[config.mk]
export PLATFORM = sky130hd
export DESIGN_NAME = text_window_render
export DESIGN_NICKNAME = d
export VERILOG_FILES = /design/src/rtl/text_pkg.sv /design/src/rtl/ascii_rom.sv /design/src/rtl/text_buffer_ram.sv /design/src/rtl/text_window_render.sv
export SDC_FILE = /design/constraint.sdc
export NUM_CORES = 2
export LEC_CHECK = 0
export CAP_MARGIN = 20
export CORE_MARGIN = 4
export CORE_UTILIZATION = 50
export CTS_CLUSTER_SIZE = 40
export DETAILED_ROUTE_END_ITERATION = 12
export HOLD_SLACK_MARGIN = 0.06
export PLACE_DENSITY = 0.72
export REMOVE_ABC_BUFFERS = 1
export SYNTH_ARGS = -nofsm -noshare
export SYNTH_HDL_FRONTEND = slang
export SYNTH_SLANG_ARGS = --single-unit
[constraint.sdc]
create_clock -name clk -period 6.23 [get_ports clk]
set_input_delay 0.9345 -clock clk [delete_from_list [all_inputs] [get_ports clk]]
set_output_delay 0.9345 -clock clk [all_outputs]
set_load 0.02 [all_outputs]
[src/rtl/text_pkg.sv]
// rtl/text_pkg.sv - shared constants, colour table and helpers for the text window renderer
package text_pkg;

    localparam int CHAR_W   = 8;
    localparam int CHAR_H   = 16;
    localparam int STATUS_Y = 472;

    localparam logic [7:0] CH_SPACE = 8'h20;
    localparam logic [7:0] CH_CR    = 8'h0D;
    localparam logic [7:0] CH_BS    = 8'h08;
    localparam logic [7:0] CH_FF    = 8'h0C;

    localparam logic [11:0] RGB_BLACK  = 12'h000;
    localparam logic [11:0] RGB_WHITE  = 12'hFFF;
    localparam logic [11:0] RGB_STATUS = 12'h0F0;

    // Red-to-blue gradient indexed by screen character column (mod 32)
    localparam logic [11:0] COLOUR_LUT [0:31] = '{
        12'hF00, 12'hF00, 12'hF00, 12'hE01, 12'hE01, 12'hD02, 12'hD02, 12'hC03,
        12'hC03, 12'hB04, 12'hB04, 12'hA05, 12'hA05, 12'h906, 12'h906, 12'h807,
        12'h807, 12'h708, 12'h708, 12'h609, 12'h609, 12'h50A, 12'h50A, 12'h40B,
        12'h40B, 12'h30C, 12'h30C, 12'h20D, 12'h20D, 12'h10E, 12'h10E, 12'h00F
    };

    typedef enum logic [0:0] {
        ST_IDLE  = 1'b0,
        ST_CLEAR = 1'b1
    } wr_state_e;

    function automatic logic is_printable(logic [7:0] c);
        return (c >= 8'h20) && (c <= 8'h7E);
    endfunction

endpackage

[src/rtl/ascii_rom.sv]
// rtl/ascii_rom.sv - shared 8x16 character glyph ROM, one-cycle synchronous read
module ascii_rom (
    input  logic        clk_i,
    input  logic [11:0] addr_i,
    output logic [7:0]  data_o
);

    // Glyph rows top to bottom, MSB is the leftmost pixel
    localparam logic [127:0] GLYPH_A = 128'h0000_1038_6CC6_C6FE_C6C6_C6C6_0000_0000;
    localparam logic [127:0] GLYPH_B = 128'h0000_FC66_6666_7C66_6666_66FC_0000_0000;

    function automatic logic [7:0] glyph_row(logic [7:0] c, logic [3:0] r);
        case (c)
            8'h41:   return GLYPH_A[8*(15-int'(r)) +: 8];
            8'h42:   return GLYPH_B[8*(15-int'(r)) +: 8];
            default: return 8'h00;
        endcase
    endfunction

    // Registered glyph row lookup
    always_ff @(posedge clk_i) begin
        data_o <= glyph_row(addr_i[11:4], addr_i[3:0]);
    end

endmodule

[src/rtl/text_buffer_ram.sv]
// rtl/text_buffer_ram.sv - simple dual-port character buffer, read-first on address collision
module text_buffer_ram #(
    parameter int DEPTH = 128,
    parameter int AW    = $clog2(DEPTH)
) (
    input  logic          clk_i,
    input  logic          we_i,
    input  logic [AW-1:0] waddr_i,
    input  logic [7:0]    wdata_i,
    input  logic [AW-1:0] raddr_i,
    output logic [7:0]    rdata_o
);

    logic [7:0] mem_q [0:DEPTH-1];

    // Write and read share the edge; the read sees the pre-write contents
    always_ff @(posedge clk_i) begin
        if (we_i) begin
            mem_q[waddr_i] <= wdata_i;
        end
        rdata_o <= mem_q[raddr_i];
    end

endmodule

[src/rtl/text_window_render.sv]
// rtl/text_window_render.sv - character window renderer with byte-stream text buffer
module text_window_render
    import text_pkg::*;
#(
    parameter int COLS      = 32,
    parameter int ROWS      = 4,
    parameter int X0        = 192,
    parameter int Y0        = 208,
    parameter int BORDER    = 4,
    parameter int BLINK_DIV = 25_000_000
) (
    input  logic                    clk,
    input  logic                    reset,
    input  logic                    video_on,
    input  logic [9:0]              x,
    input  logic [9:0]              y,
    input  logic                    wr_en,
    input  logic [7:0]              wr_char,
    output logic                    wr_ready,
    output logic [$clog2(COLS)-1:0] cursor_col,
    output logic [$clog2(ROWS)-1:0] cursor_row,
    output logic [11:0]             rgb
);

    localparam int CW    = $clog2(COLS);
    localparam int RW    = $clog2(ROWS);
    localparam int DEPTH = COLS * ROWS;
    localparam int AW    = $clog2(DEPTH);
    localparam int BW    = $clog2(BLINK_DIV);
    localparam int WIN_W = COLS * CHAR_W;
    localparam int WIN_H = ROWS * CHAR_H;
    localparam int IN_M  = 7;
    localparam int OUT_M = 7 + BORDER;

    wr_state_e      state_q;
    logic [AW-1:0]  clr_addr_q;
    logic           wr_ready_q;
    logic [CW-1:0]  cur_col_q;
    logic [RW-1:0]  cur_row_q;
    logic [RW-1:0]  next_row;
    logic           wr_accept;
    logic [AW-1:0]  cur_addr;
    logic           ram_we;
    logic [AW-1:0]  ram_waddr;
    logic [7:0]     ram_wdata;

    logic [BW-1:0]  blink_cnt_q;
    logic           blink_q;

    int             xi;
    int             yi;
    logic           in_win_s0;
    logic           border_s0;
    logic           status_s0;
    logic           hit_s0;
    logic [CW-1:0]  col_s0;
    logic [RW-1:0]  row_s0;
    logic [3:0]     gy_s0;
    logic [AW-1:0]  rd_addr;

    logic           vo_1, win_1, hit_1, border_1, status_1;
    logic [2:0]     bit_1;
    logic [4:0]     lut_1;
    logic [3:0]     gy_1;
    logic [7:0]     char_1;

    logic           vo_2, win_2, hit_2, border_2, status_2;
    logic [2:0]     bit_2;
    logic [4:0]     lut_2;
    logic [7:0]     rom_data;

    logic           pix_on;
    logic [11:0]    rgb_d;
    logic [11:0]    rgb_q;

    assign wr_accept  = wr_en & wr_ready_q;
    assign next_row   = (cur_row_q == RW'(ROWS-1)) ? '0 : cur_row_q + 1'b1;
    assign wr_ready   = wr_ready_q;
    assign cursor_col = cur_col_q;
    assign cursor_row = cur_row_q;
    assign rgb        = rgb_q;

    // Select the buffer cell touched this cycle: clear sweep, printable store or backspace blank
    always_comb begin
        ram_we    = 1'b0;
        ram_waddr = clr_addr_q;
        ram_wdata = CH_SPACE;
        cur_addr  = AW'(int'(cur_row_q) * COLS + int'(cur_col_q));
        if (state_q == ST_CLEAR) begin
            ram_we = 1'b1;
        end else if (wr_accept) begin
            if (is_printable(wr_char)) begin
                ram_we    = 1'b1;
                ram_waddr = cur_addr;
                ram_wdata = wr_char;
            end else if ((wr_char == CH_BS) && (cur_col_q != '0)) begin
                ram_we    = 1'b1;
                ram_waddr = cur_addr - 1'b1;
            end
        end
    end

    // Write-port FSM: clear sweep after reset or form feed, cursor movement in idle
    always_ff @(posedge clk or posedge reset) begin
        if (reset) begin
            state_q    <= ST_CLEAR;
            clr_addr_q <= '0;
            wr_ready_q <= 1'b0;
            cur_col_q  <= '0;
            cur_row_q  <= '0;
        end else begin
            case (state_q)
                ST_CLEAR: begin
                    clr_addr_q <= clr_addr_q + 1'b1;
                    if (clr_addr_q == AW'(DEPTH-1)) begin
                        state_q    <= ST_IDLE;
                        wr_ready_q <= 1'b1;
                        clr_addr_q <= '0;
                        cur_col_q  <= '0;
                        cur_row_q  <= '0;
                    end
                end
                ST_IDLE: begin
                    if (wr_accept) begin
                        if (is_printable(wr_char)) begin
                            if (cur_col_q == CW'(COLS-1)) begin
                                cur_col_q <= '0;
                                cur_row_q <= next_row;
                            end else begin
                                cur_col_q <= cur_col_q + 1'b1;
                            end
                        end else if (wr_char == CH_CR) begin
                            cur_col_q <= '0;
                            cur_row_q <= next_row;
                        end else if (wr_char == CH_BS) begin
                            if (cur_col_q != '0) begin
                                cur_col_q <= cur_col_q - 1'b1;
                            end
                        end else if (wr_char == CH_FF) begin
                            state_q    <= ST_CLEAR;
                            wr_ready_q <= 1'b0;
                            clr_addr_q <= '0;
                        end
                    end
                end
                default: state_q <= ST_IDLE;
            endcase
        end
    end

    // Cursor blink phase: toggles each time the divider wraps
    always_ff @(posedge clk or posedge reset) begin
        if (reset) begin
            blink_cnt_q <= '0;
            blink_q     <= 1'b0;
        end else if (blink_cnt_q == BW'(BLINK_DIV-1)) begin
            blink_cnt_q <= '0;
            blink_q     <= ~blink_q;
        end else begin
            blink_cnt_q <= blink_cnt_q + 1'b1;
        end
    end

    // S0: classify the pixel and form the buffer read address
    always_comb begin
        xi        = int'(x);
        yi        = int'(y);
        in_win_s0 = (xi >= X0) && (xi < X0 + WIN_W) && (yi >= Y0) && (yi < Y0 + WIN_H);
        border_s0 = (xi >= X0 - OUT_M) && (xi <= X0 + WIN_W - 1 + OUT_M) &&
                    (yi >= Y0 - OUT_M) && (yi <= Y0 + WIN_H - 1 + OUT_M) &&
                    !((xi >= X0 - IN_M) && (xi <= X0 + WIN_W - 1 + IN_M) &&
                      (yi >= Y0 - IN_M) && (yi <= Y0 + WIN_H - 1 + IN_M));
        status_s0 = (yi >= STATUS_Y);
        col_s0    = CW'((xi - X0) / CHAR_W);
        row_s0    = RW'((yi - Y0) / CHAR_H);
        gy_s0     = 4'(yi - Y0);
        hit_s0    = in_win_s0 && (col_s0 == cur_col_q) && (row_s0 == cur_row_q);
        rd_addr   = AW'(int'(row_s0) * COLS + int'(col_s0));
    end

    text_buffer_ram #(
        .DEPTH (DEPTH),
        .AW    (AW)
    ) u_buf (
        .clk_i   (clk),
        .we_i    (ram_we),
        .waddr_i (ram_waddr),
        .wdata_i (ram_wdata),
        .raddr_i (rd_addr),
        .rdata_o (char_1)
    );

    ascii_rom u_rom (
        .clk_i  (clk),
        .addr_i ({char_1, gy_1}),
        .data_o (rom_data)
    );

    // S1/S2: carry pixel attributes alongside the buffer and ROM reads
    always_ff @(posedge clk or posedge reset) begin
        if (reset) begin
            vo_1 <= 1'b0; win_1 <= 1'b0; hit_1 <= 1'b0; border_1 <= 1'b0; status_1 <= 1'b0;
            bit_1 <= '0; lut_1 <= '0; gy_1 <= '0;
            vo_2 <= 1'b0; win_2 <= 1'b0; hit_2 <= 1'b0; border_2 <= 1'b0; status_2 <= 1'b0;
            bit_2 <= '0; lut_2 <= '0;
        end else begin
            vo_1     <= video_on;
            win_1    <= in_win_s0;
            hit_1    <= hit_s0;
            border_1 <= border_s0;
            status_1 <= status_s0;
            bit_1    <= x[2:0];
            lut_1    <= x[7:3];
            gy_1     <= gy_s0;
            vo_2     <= vo_1;
            win_2    <= win_1;
            hit_2    <= hit_1;
            border_2 <= border_1;
            status_2 <= status_1;
            bit_2    <= bit_1;
            lut_2    <= lut_1;
        end
    end

    // S3 colour selection in priority order
    always_comb begin
        pix_on = rom_data[~bit_2] ^ (hit_2 & blink_q);
        rgb_d  = RGB_WHITE;
        if (!vo_2) begin
            rgb_d = RGB_BLACK;
        end else if (win_2) begin
            rgb_d = pix_on ? COLOUR_LUT[lut_2] : RGB_WHITE;
        end else if (border_2) begin
            rgb_d = RGB_BLACK;
        end else if (status_2) begin
            rgb_d = RGB_STATUS;
        end
    end

    // Output pixel register
    always_ff @(posedge clk or posedge reset) begin
        if (reset) begin
            rgb_q <= '0;
        end else begin
            rgb_q <= rgb_d;
        end
    end

endmodule

==> summary.txt <==
GRT
  – Number of global-route vias before repair: about 26000
  – Wire length of the first global-routing pass: roughly 160000 µm
  – Largest net degree at the start of global routing: 92
  – Antenna violations before repair: 0
  – Grt ovf: 0
  – Total track usage: 0.226

Layout
  – Nets: 2883
  – P&R area growth vs syn: 15.5%
  – Antenna Cells: 0
  – Fill cells: 6355
  – Commonest cells after routing, fill and taps aside: edfxtp_1, mux4_2, nand2_1, buf_4, conb_1
  – Commonest non-fill, non-tap cell in the layout: edfxtp_1
  – Core Util, Final: 0.584
  – Post-layout instance area: ~53000 µm²
  – Layout cell share with drive strength beyond 1: 0.224

Power
  – PD cells: approximately 290 nW/µm²
  – Lkg Pwr: around 16 nW
  – Int Power: ~0.012 W
  – Clock Power Share: 0.417
  – Reg power frac: 0.532
  – Net Sw Frac: 0.214
  – Gate power share: 0.051
  – Total power: 0.0153 W
  – P_sw: between 0.003 and 0.004 W
  – Max IR drop VDD: about 0.00023 V

Drt
  – Post-route DRC: 0
  – Via count of the routed design: 25400
  – Routed length per instance: 26.2 µm
  – 1st-iter DRT viols: approximately 3000
  – Final ANT Viol Nets: 0
  – Final wirelength: 107000 µm
  – DR pass1 iterations: 6
  – Vias per cell: 6.21

Synth
  – Number of library cell types mapped by synthesis: 80
  – Most area-consuming cells after synthesis: edfxtp_1, mux4_2, dfrtp_1
  – Post-Syn Instances: approximately 2500
  – Async SR Flop Fraction: 0.0724
  – Cell area after synthesis: 45600 µm²
  – Synth Flop Type: edfxtp_1
  – Synth top area share: 0.675
  – Sequential area share after synthesis: 0.726
  – EDFF count, synth: just over 1000
  – YS warnings: 0
  – Mean post-synth cell area: about 18 µm²
  – Flops & latches, synth: around 1100
  – Yosys top cell by area: edfxtp_1

Clock network
  – CTS Hold Buffers Added: 0
  – H-tree depth: 3
  – CTS tree: done
  – Worst-path clk slew: around 0.06 ns
  – Post-CTS sizing: 0
  – Post-CTS Setup Inserts: 0
  – Clock sinks: 1119
  – Bufs on Longest Clock Path: 3
  – Num CTS Buffers: roughly 110
  – Root buffer cell: clkbuf_16
  – Clk Latency, worst-skew pair: approximately 0.70 ns

Critical path
  – Critical path fanouts, max: 40
  – Worst path cell trace: clkdlybuf4s50_1, ha_1, nor3_1, nor2b_1, ha_4, ha_4, and2_1, nand3_1, a21oi_1, or4_1, a311oi_1, o211ai_1
  – Critical path class: primary input to flop
  – Crit-path max cell delay: 0.61 ns
  – CP Data Arrival Time: ~5.4 ns
  – Slowest stage cell on the critical path: clkdlybuf4s50_1
  – Worst path bufs/invs: 1
  – Top cell family by delay on the critical path: simple AND/OR/NAND/NOR gates
  – Crit. End Element: flop
  – Critical Path RT: ~6.8 ns
  – CP Launch Type: primary input
  – Cell mode on critical path: ha_4

Timing
  – Setup TNS: 0 ns
  – Setup violators final: 0
  – Achievable Freq: 207 MHz
  – RSZ-0062 raised after global routing: false
  – Worst Skew: between 0.03 and 0.04 ns
  – Worst-margin pin slew: approximately 1.2 ns
  – Period minus WS final: 4.82 ns
  – Worst Slack Setup Final: 1.41 ns
  – Fin. max-slew vios: 0
  – Period utilization: 0.774
  – Max transition margin: 0.232
  – Hold Fails Final Rpt: 0

Place
  – Placement Setup Slack: between 0.8 and 0.9 ns
  – GPL Wtd Cong: 0.916
  – I/O Buffers: 51
  – Placed inst area: 49000 µm²
  – Hpwl dp: approximately 67000 µm

Floorplanning
  – Die height: around 310 µm
  – Die area: 96000 µm²
  – Cell Rows: 110
  – Core ar.: 90100 µm²
  – Die Wd: ~310 µm
  – I/O pins: between 50 and 60
  – Starting density of the core: 0.505

Flow run
  – Max-cap violations: 0

Status
  – Outcome: completed

Worst hold path
  – Hold WC Path Type: flop to flop
-- Yosys cell counts, types with 17 or more instances --
cell type     n
a21oi_1      51
buf_2        59
mux2i_1     103
and3_1       18
dfrtp_1      80
nor4_1       85
nor3_1       54
clkbuf_1     81
nor2b_1      17
mux4_2      228
inv_1        26
ha_1         26
xor2_1       20
nor2_1       65
nor4_2       24
nand2_1     180
nand3_1      43
o21ai_0      31
xnor2_1      23
edfxtp_1   1024
-- per-layer routing --
layer	global-route usage	share of wire	vias to the layer above
met2	0.361	0.48	1305
met4	0.0863	0.039	0
met3	0.0423	0.086	242
met1	0.314	0.39	13100
li1	-	-	10800
met5	0	0	-
-- registers in the layout, summed over array words and instances, names as in the netlist, 2 cells and up --
register,flops
u_buf.mem_q,1024
blink_cnt_q,25
rgb,9
u_buf.rdata_o,8
clr_addr_q,7
u_rom.data_o,6
cursor_col,5
lut_1,5
lut_2,5
gy_1,4
bit_1,3
bit_2,3
cursor_row,2
-- cell type report --
cell class / instances / area (µm²) / share of cell area
Sequential cell: 1119 / 33100 / 0.628
Multi-Input combinational cell: 1339 / 12500 / 0.238
Clock buffer: 137 / 2920 / 0.0555
Timing Repair Buffer: 230 / 1990 / 0.0378
Tap cell: 1176 / 1470 / 0.0280
Clock inverter: 59 / 566 / 0.0107
Inverter: 26 / 98.8 / 0.00188
-- per-stage QoR --
stage	hold slack, ns	cells
detailed placement	0.336	3877
finish	0.346	4086
floorplan	0.331	2484
CTS	0.349	4073
global route	0.357	4086
global placement	0.333	3873
-- power by group through the flow --
stage,logic [W],registers [W],clock network [W]
after floorplan,0.000612,0.00830,0
after global placement,0.000764,0.00829,0
after detailed placement,0.000772,0.00830,0
after CTS,0.000776,0.00814,0.00647
after global routing,0.000832,0.00814,0.00681
final,0.000780,0.00814,0.00637
-- final timing paths --
| path | from | end | slack (ns) | cells after the start |
|---|---|---|---|---|
| max | x[6] | u_buf.rdata_o[0]$_DFF_P_ | 1.41 | 12 |
| max in group asynchronous | reset | blink_cnt_q[12]$_DFF_PP0_ | 4.60 | 3 |
| min | border_1$_DFF_PP0_ | border_2$_DFF_PP0_ | 0.35 | 0 |
| max reg2reg | cursor_col[0]$_DFFE_PP0P_ | u_buf.mem_q[101][1]$_DFFE_PP_ | 1.66 | 9 |
| min in group asynchronous | reset | clr_addr_q[2]$_DFFE_PP0P_ | 0.60 | 2 |
| min reg2reg | border_1$_DFF_PP0_ | border_2$_DFF_PP0_ | 0.35 | 0 |
-- kinds of logic (layout without fill, tap and decap cells) --
group                      count (synthesis)  after routing  synth area share
AOI/OAI and AO/OA                        242            242            0.0381
muxes                                    332            332             0.136
DFF                                     1119           1119             0.726
and+or+nand+nor                          568            568            0.0670
adders and majority gates                 26             26           0.00714
buffers and inverters                    188            452            0.0181
other                                      1            128         0.0000823
xor gates and xnor gates                  43             43           0.00827
Power figures use the tool's default switching activity.
